===== config.mk =====
export PLATFORM = sky130hd
export DESIGN_NAME = amber128_bundle_packer
export DESIGN_NICKNAME = d
export VERILOG_FILES = /design/src/rtl/amber128_bundle_packer.sv
export SDC_FILE = /design/constraint.sdc
export NUM_CORES = 1
export LEC_CHECK = 0
export ABC_AREA = 1
export BUFFER_PORTS_ARGS = -buffer_cell sky130_fd_sc_hd__buf_2
export CORE_MARGIN = 5
export CORE_UTILIZATION = 25
export CTS_CLUSTER_SIZE = 25
export DETAILED_ROUTE_END_ITERATION = 10
export PLACE_DENSITY_LB_ADDON = 0.2
export RECOVER_POWER = 50
export SLEW_MARGIN = 10
export SYNTH_ARGS = -nofsm -noshare
export SYNTH_HDL_FRONTEND = slang
export SYNTH_SLANG_ARGS = --single-unit

===== constraint.sdc =====
create_clock -name clk_i -period 2.6 [get_ports clk_i]
set_input_delay 0.78 -clock clk_i [delete_from_list [all_inputs] [get_ports clk_i]]
set_output_delay 0.78 -clock clk_i [all_outputs]
set_load 0.05 [all_outputs]

===== src/rtl/amber128_bundle_packer.sv =====
// Packs 24-bit and 12-bit instructions into 128-bit amber128 bundles.
// A one-deep output register gives each bundle a word address.
module amber128_bundle_packer #(
  parameter int                ADDR_W          = 32,
  parameter logic [ADDR_W-1:0] RESET_WORD_ADDR = '0
) (
  input  logic              clk_i,
  input  logic              rst_ni,
  input  logic              in_valid_i,
  output logic              in_ready_o,
  input  logic              in_is12_i,
  input  logic [23:0]       in_ins_i,
  input  logic              flush_i,
  output logic              bundle_valid_o,
  input  logic              bundle_ready_i,
  output logic [127:0]      bundle_o,
  output logic [ADDR_W-1:0] bundle_word_addr_o,
  output logic              busy_o
);

  // Slot 0 sits at the MSB end, so the packed order matches the bundle layout.
  // An empty builder holds all-nop pairs (flag 1, payload 0), which is
  // exactly the padding a closed bundle needs.
  logic [0:4][23:0] slots_q, slots_d, slots_t;
  logic [0:4]       flags_q, flags_d, flags_t;
  logic [2:0]       idx_q, idx_d, idx_t;
  logic             half_q, half_d, half_t;
  logic             out_valid_q;
  logic [127:0]     out_bundle_q;
  logic [ADDR_W-1:0] addr_q;

  logic acc, fl_acc, ovf, close, hs;
  logic [127:0] closed_bundle;

  assign in_ready_o         = !out_valid_q || bundle_ready_i;
  assign hs                 = out_valid_q && bundle_ready_i;
  assign acc                = in_valid_i && in_ready_o;
  assign fl_acc             = flush_i && in_ready_o;
  assign bundle_valid_o     = out_valid_q;
  assign bundle_o           = out_bundle_q;
  assign bundle_word_addr_o = addr_q;
  assign busy_o             = (idx_q != 3'd0) || half_q;

  always_comb begin
    slots_t = slots_q;
    flags_t = flags_q;
    idx_t   = idx_q;
    half_t  = half_q;
    ovf     = 1'b0;
    if (acc) begin
      if (in_is12_i) begin
        if (half_t) begin
          slots_t[idx_t][11:0] = in_ins_i[11:0];
          half_t = 1'b0;
          idx_t  = idx_t + 3'd1;
        end else begin
          slots_t[idx_t] = {in_ins_i[11:0], 12'h000};
          flags_t[idx_t] = 1'b1;
          half_t = 1'b1;
        end
      end else begin
        // A 24-bit op seals any open half slot with a nop second half.
        if (half_t) begin
          half_t = 1'b0;
          idx_t  = idx_t + 3'd1;
        end
        if (idx_t == 3'd5) begin
          ovf = 1'b1;
        end else begin
          slots_t[idx_t] = in_ins_i;
          flags_t[idx_t] = 1'b0;
          idx_t = idx_t + 3'd1;
        end
      end
    end
    // On overflow the flush has already been satisfied by this close; the
    // carried instruction stays in the fresh builder.
    close = (idx_t == 3'd5) || (fl_acc && ((idx_t != 3'd0) || half_t));
    closed_bundle = {flags_t, 3'b000, slots_t};

    slots_d = slots_t;
    flags_d = flags_t;
    idx_d   = idx_t;
    half_d  = half_t;
    if (close) begin
      slots_d = '0;
      flags_d = '1;
      idx_d   = 3'd0;
      half_d  = 1'b0;
      if (ovf) begin
        slots_d[0] = in_ins_i;
        flags_d[0] = 1'b0;
        idx_d      = 3'd1;
      end
    end
  end

  always_ff @(posedge clk_i or negedge rst_ni) begin
    if (!rst_ni) begin
      slots_q      <= '0;
      flags_q      <= '1;
      idx_q        <= 3'd0;
      half_q       <= 1'b0;
      out_valid_q  <= 1'b0;
      out_bundle_q <= '0;
      addr_q       <= RESET_WORD_ADDR;
    end else begin
      slots_q <= slots_d;
      flags_q <= flags_d;
      idx_q   <= idx_d;
      half_q  <= half_d;
      if (close) begin
        out_bundle_q <= closed_bundle;
        out_valid_q  <= 1'b1;
      end else if (hs) begin
        out_valid_q  <= 1'b0;
      end
      if (hs) addr_q <= addr_q + ADDR_W'(1);
    end
  end

endmodule


# --- Word level (Yosys, flattened, before mapping) ---
# Index checks and enable logic that the tools add are counted.
word_totals:
  reg_bits: 287
  in_bits: 30
  wordCells: 81
classes:
  reduce_logical: 14
  mux: 42
  add_sub_neg: 3
  bitwise_logic: 5
  magnitude_cmp: 4
  eq_ne: 2
ops:
  columns: ["operator", "n"]
  rows:
  - ["2-to-1 mux 120 bit", 5]
  - ["bitwise mux 120 bit", 3]
  - ["demux 24 bit (select 3 bit)", 3]
  - ["2-to-1 mux 24 bit", 3]
  - ["adder 32 x 1 -> 32 bit (second input constant)", 1]
  - ["2-to-1 mux 5 bit", 5]
  - ["2-to-1 mux 3 bit", 7]
  - ["2-to-1 mux 1 bit", 13]
  - ["2-to-1 mux 12 bit", 1]
  - ["greater-or-equal comparator 4 bit (second input constant)", 2]
  - ["< comparator 4 x 1 -> 1 bit (second input constant)", 2]
  - ["inverter 3 -> 4 bit", 2]
  - ["adder 3 x 1 -> 3 bit (second input constant)", 2]
  - ["demux 1 bit (select 3 bit)", 2]
  - ["== test 3 bit (second input constant)", 2]
  - ["logical AND 1 bit", 6]
  - ["nonzero test 3 bit", 2]
  - ["bitwise AND 5 bit", 1]
  - ["inverter 5 bit", 1]
  - ["bitwise OR 5 bit", 1]
  - ["logical OR 1 bit", 4]
  - ["nonzero test 2 bit", 1]
  - ["zero test 1 bit", 1]

# --- Logic depth before layout (Yosys ltp) ---
logic_depth:
  word_depth: 15
  mapped_depth: 18
  depth_no_buf: 17

# --- Least setup slack after synthesis ---
# Ideal clock, no wire load.
synth_path:
  path_kind: "input port to flip-flop"
  from: "input bundle_ready_i"
  to: "register out_bundle_q[100] (netlist: bundle_o[100])"
  path_slack_ps: 166
  path_stages: 15
  path_buffers: 2
  setup_ps: 67
  required_ps: 2533
  arrival_time_ps: 2368
  path_cell_list: "inv_2 > nand2_2 > nand2_2 > inv_2 > nand2_1 > inv_2 > nor2_2 > nand3_1 > nor2_1 > nand2_1 > nand2_2 > buf_6 > buf_2 > nand3_1 > nand2_1"
synth_between:
  elab_chain_cells: 7
  word_cells_on_any_way: 11
  classes_between: "eq/ne: 1; mux: 3; reduce/logical: 7"
synth_lines:
  columns: ["element", "line", "rtl"]
  rows:
  - ["start: declaration", "15", "input logic bundle_ready_i,"]
  - ["logical OR 1 bit (*)", "35", "assign in_ready_o = !out_valid_q || bundle_ready_i;"]
  - ["named net in_ready_o", "10", "output logic in_ready_o,"]
  - ["logical AND 1 bit", "37", "assign acc = in_valid_i && in_ready_o;"]
  - ["2-to-1 mux 3 bit", "50", "if (acc) begin"]
  - ["nonzero test 3 bit", "78", "close = (idx_t == 3'd5) || (fl_acc && ((idx_t != 3'd0) || half_t));"]
  - ["logical OR 1 bit", "78", null]
  - ["logical AND 1 bit", "78", null]
  - ["logical OR 1 bit", "78", null]
  - ["end signal: assignment", "113", "out_bundle_q <= closed_bundle;"]
  - ["end: declaration", "29", "logic [127:0] out_bundle_q;"]
# Mark *: on every way through the listed nets, which the timed path passes. The rest lies on a longest branch.
# A chain may end at the register's enable or synchronous reset.

# --- Final worst setup path ---
layout_path:
  from: "register idx_q[2]"
  to: "output busy_o"
layout_between:
  elab_chain_cells: 2
layout_lines:
  columns: ["element", "line", "rtl"]
  rows:
  - ["start: declaration", "26", "logic [2:0] idx_q, idx_d, idx_t;"]
  - ["start signal: assignment", "110", "idx_q <= idx_d;"]
  - ["nonzero test 3 bit", "42", "assign busy_o = (idx_q != 3'd0) || half_q;"]
  - ["logical OR 1 bit", "42", null]
  - ["end: declaration", "18", "output logic busy_o"]
# No other way between the ends.

==> reports/metrics.csv <==
metric,value,unit
io_buffers,189,
hold_path.class,register to register,
worstPathRequired,1.82,ns
grt_max_degree,73,
area_delta_synth_final,28.6,%
cts.path.max_buffers,3,
cts_tree,built,
power_frac_clock,19.7,%
postRouteAntennaNets,0,
period_needed,2.44,ns
yosysSeqAreaShare,45.8,%
cp-start-kind,register,
r2r_slack,0.19,ns
fin_area,20200,µm²
drv_slew,49,
layout_common_cells,"nand2_1 (534), nand3_1 (370), dfrtp_1 (282)",
synthArstFlopShare,100,%
syn_area_per_cell,7.38,µm²
violations,"capacitance limit, slew limit",
p_seq_share,25.4,%
worst_setup_path_end_kind,primary output,
place_congestion,0.970,
switching_share,49.3,%
p_sw,13700,µW
dr.pass1.iters,6,
p_per_area,1380,nW/µm²
finalCritPeriodShare,93.8,%
leakage,0.0108,µW
crit_fanout,7,
cap_viol_max_count,1,
numCtsBuffers,38,
netlist_area,15700,µm²
synth.ff_latch_count,287,
tightest_slew,1.75,ns
max_freq,0.410,GHz
p_int,14100,µW
cp_slowest_cell,dfrtp_1,
place_area,18600,µm²
r2r_end,bundle_o[84]$_DFFE_PN0P_,
worstPathArrival,1.66,ns
grt_overflow,0,
drt_drc_violations_left,0,
p_comb_share,55.0,%
first_global_vias,15800,
drt-total-wl,72500,µm
r2r_cells,15,
synth.area.top_cells,"dfrtp_1 (45%), nand2_1 (13%), nand3_1 (12%)",
num_rows,91,
die-area,67900,µm²
hpwl,51200,µm
setup_violations,0,
hold_start,bundle_word_addr_o[31]$_DFFE_PN0P_,
run_status,"finished, violations left",
grt_antenna_before_repair,3,
start_util,25.3,%
mostFrequentLayoutCell,nand2_1,
fin_skew,0.0180,ns
drtIter0Drc,1756,
core-area,61900,µm²
vias,16200,
yosys_warnings,0,
slowest_delay,0.42,ns
finalNetCount,2418,
hold_viol,0,
setup_slack,0.161,ns
grt_usage,20.0,%
yosys.area.top_type,dfrtp_1,
drive_gt1_share,18.1,%
fin_tns_setup,0,ns
clk_latency,0.55,ns
clock_sinks,287,
min_to,bundle_word_addr_o[31]$_DFFE_PN0P_,
r2r-start,idx_q[0]$_DFF_PN0_,
pre_cts_slack,0.0195,ns
wl_per_cell,22.3,µm
die_height,261,µm
whs_path_depth,1,
irDropWorstVdd,0.488,mV
synth_top_area_share,45.0,%
viasPerCell,4.98,
crit_chain,"inv_1, nand3_1, buf_2",
synth_edf_count,0,
synthCells,2128,
ios,193,
clkTransAtPathRegs,0.06,ns
root_buffer,clkbuf_16,
critPathKind,register to primary output,
die_x,261,µm
synth.distinct_cells,33,
grt_first_pass_wirelength,104000,µm
synth-main-ff-cell,dfrtp_1,
htreeDepth,2,
hold_ws,0.470,ns
total_power,27800,µW
slew_headroom,-16.5,%
[per-stage QoR]
stage / utilization [%] / instances
final: 32.6 / 3252
after floorplan: - / 2130
after global routing: 32.6 / 3250
after CTS: 32.1 / 3231
after global placement: 30.0 / 3162
after detailed placement: 30.0 / 3162
[logic make-up (layout without fill, tap and decap cells)]
| logic type | after synthesis | count (layout) | share of synthesized area [%] |
|---|---|---|---|
| other | 1 | 5 | 0.0239 |
| buffers and inverters | 377 | 660 | 9.98 |
| AO/OA/AOI/OAI | 272 | 272 | 9.41 |
| flip-flops | 287 | 287 | 45.8 |
| adder cells (fa/ha/maj) | 4 | 4 | 0.319 |
| XOR/XNOR | 31 | 31 | 1.73 |
| AND/OR/NAND/NOR | 1156 | 1156 | 32.8 |
[per-layer routing]
layer  track usage (%)  vias up  wire length (µm)
li1                  -     7436                 -
met1              27.4     7931             31200
met2              30.8      653             32400
met3              4.70      169              5780
met4              7.53        2              3110
met5                 0        -                13
[area by class of cell]
cell class                      count  area (µm²)
Fill cell                        6748       41800
Sequential cell                   287        7190
Multi-Input combinational cell   1466        7030
Timing Repair Buffer              362        2750
Clock buffer                       61        1240
Tap cell                          837        1050
Inverter                          229         860
Clock inverter                      8        67.6
Antenna cell                        2        5.00
[synthesized netlist by cell type (2+ instances only)]
cell,count
a21boi_0,12
a21oi_1,121
a22oi_1,12
buf_1,6
buf_2,73
buf_4,6
buf_6,5
clkbuf_1,58
dfrtp_1,282
dfstp_2,5
ha_1,4
inv_1,221
inv_2,7
nand2_1,541
nand2_2,8
nand3_1,370
nand3_2,2
nand3b_1,24
nand4_1,39
nor2_1,125
nor2_2,34
nor3_1,11
o21a_1,3
o21ai_0,81
o21ai_1,7
o22ai_1,35
xnor2_1,11
xor2_1,20
[power by group through the flow]
| stage | clock network (µW) | registers, µW | logic [µW] |
|---|---|---|---|
| floorplan | 0 | 9460 | 7100 |
| global placement | 0 | 7090 | 14100 |
| detailed placement | 0 | 7110 | 14200 |
| CTS | 5570 | 7050 | 14300 |
| global route | 5770 | 7250 | 16600 |
| finish | 5470 | 7060 | 15300 |
[worst max path at each step]
stage | from | endpoint | slack (ns) | depth (start not counted)
CTS | idx_q[0]$_DFF_PN0_ | slots_q[27]$_DFF_PN0_ | 0.05 | 14
global placement | bundle_ready_i | bundle_o[70]$_DFFE_PN0P_ | 0.07 | 14
detailed placement | in_is12_i | slots_q[27]$_DFF_PN0_ | 0.02 | 13
floorplan | bundle_ready_i | bundle_o[100]$_DFFE_PN0P_ | 0.17 | 15
finish | idx_q[2]$_DFF_PN0_ | busy_o | 0.16 | 3
global route | idx_q[2]$_DFF_PN0_ | bundle_o[127]$_DFFE_PN0P_ | -0.02 | 13
[registers in the layout, summed over array words and instances (netlist names)]
register and cells:
idx_q 3, half_q 1, bundle_valid_o 1, bundle_word_addr_o 32, bundle_o 125, slots_q 120
flags_q 5
[what timing repair did]
action                     4_1_cts  5_1_grt
setup buffers                    0        7
setup endpoints to repair        0      226
hold buffers                     0        0
resized for setup                0       17
[critical path: cells and delay by family (launching register included)]
| kind | cells | cell delay [ns] |
|---|---|---|
| buffers and inverters | 2 | 0.49 |
| DFF | 1 | 0.42 |
| and+or+nand+nor | 1 | 0.20 |
(Power assumes the default switching activity.)
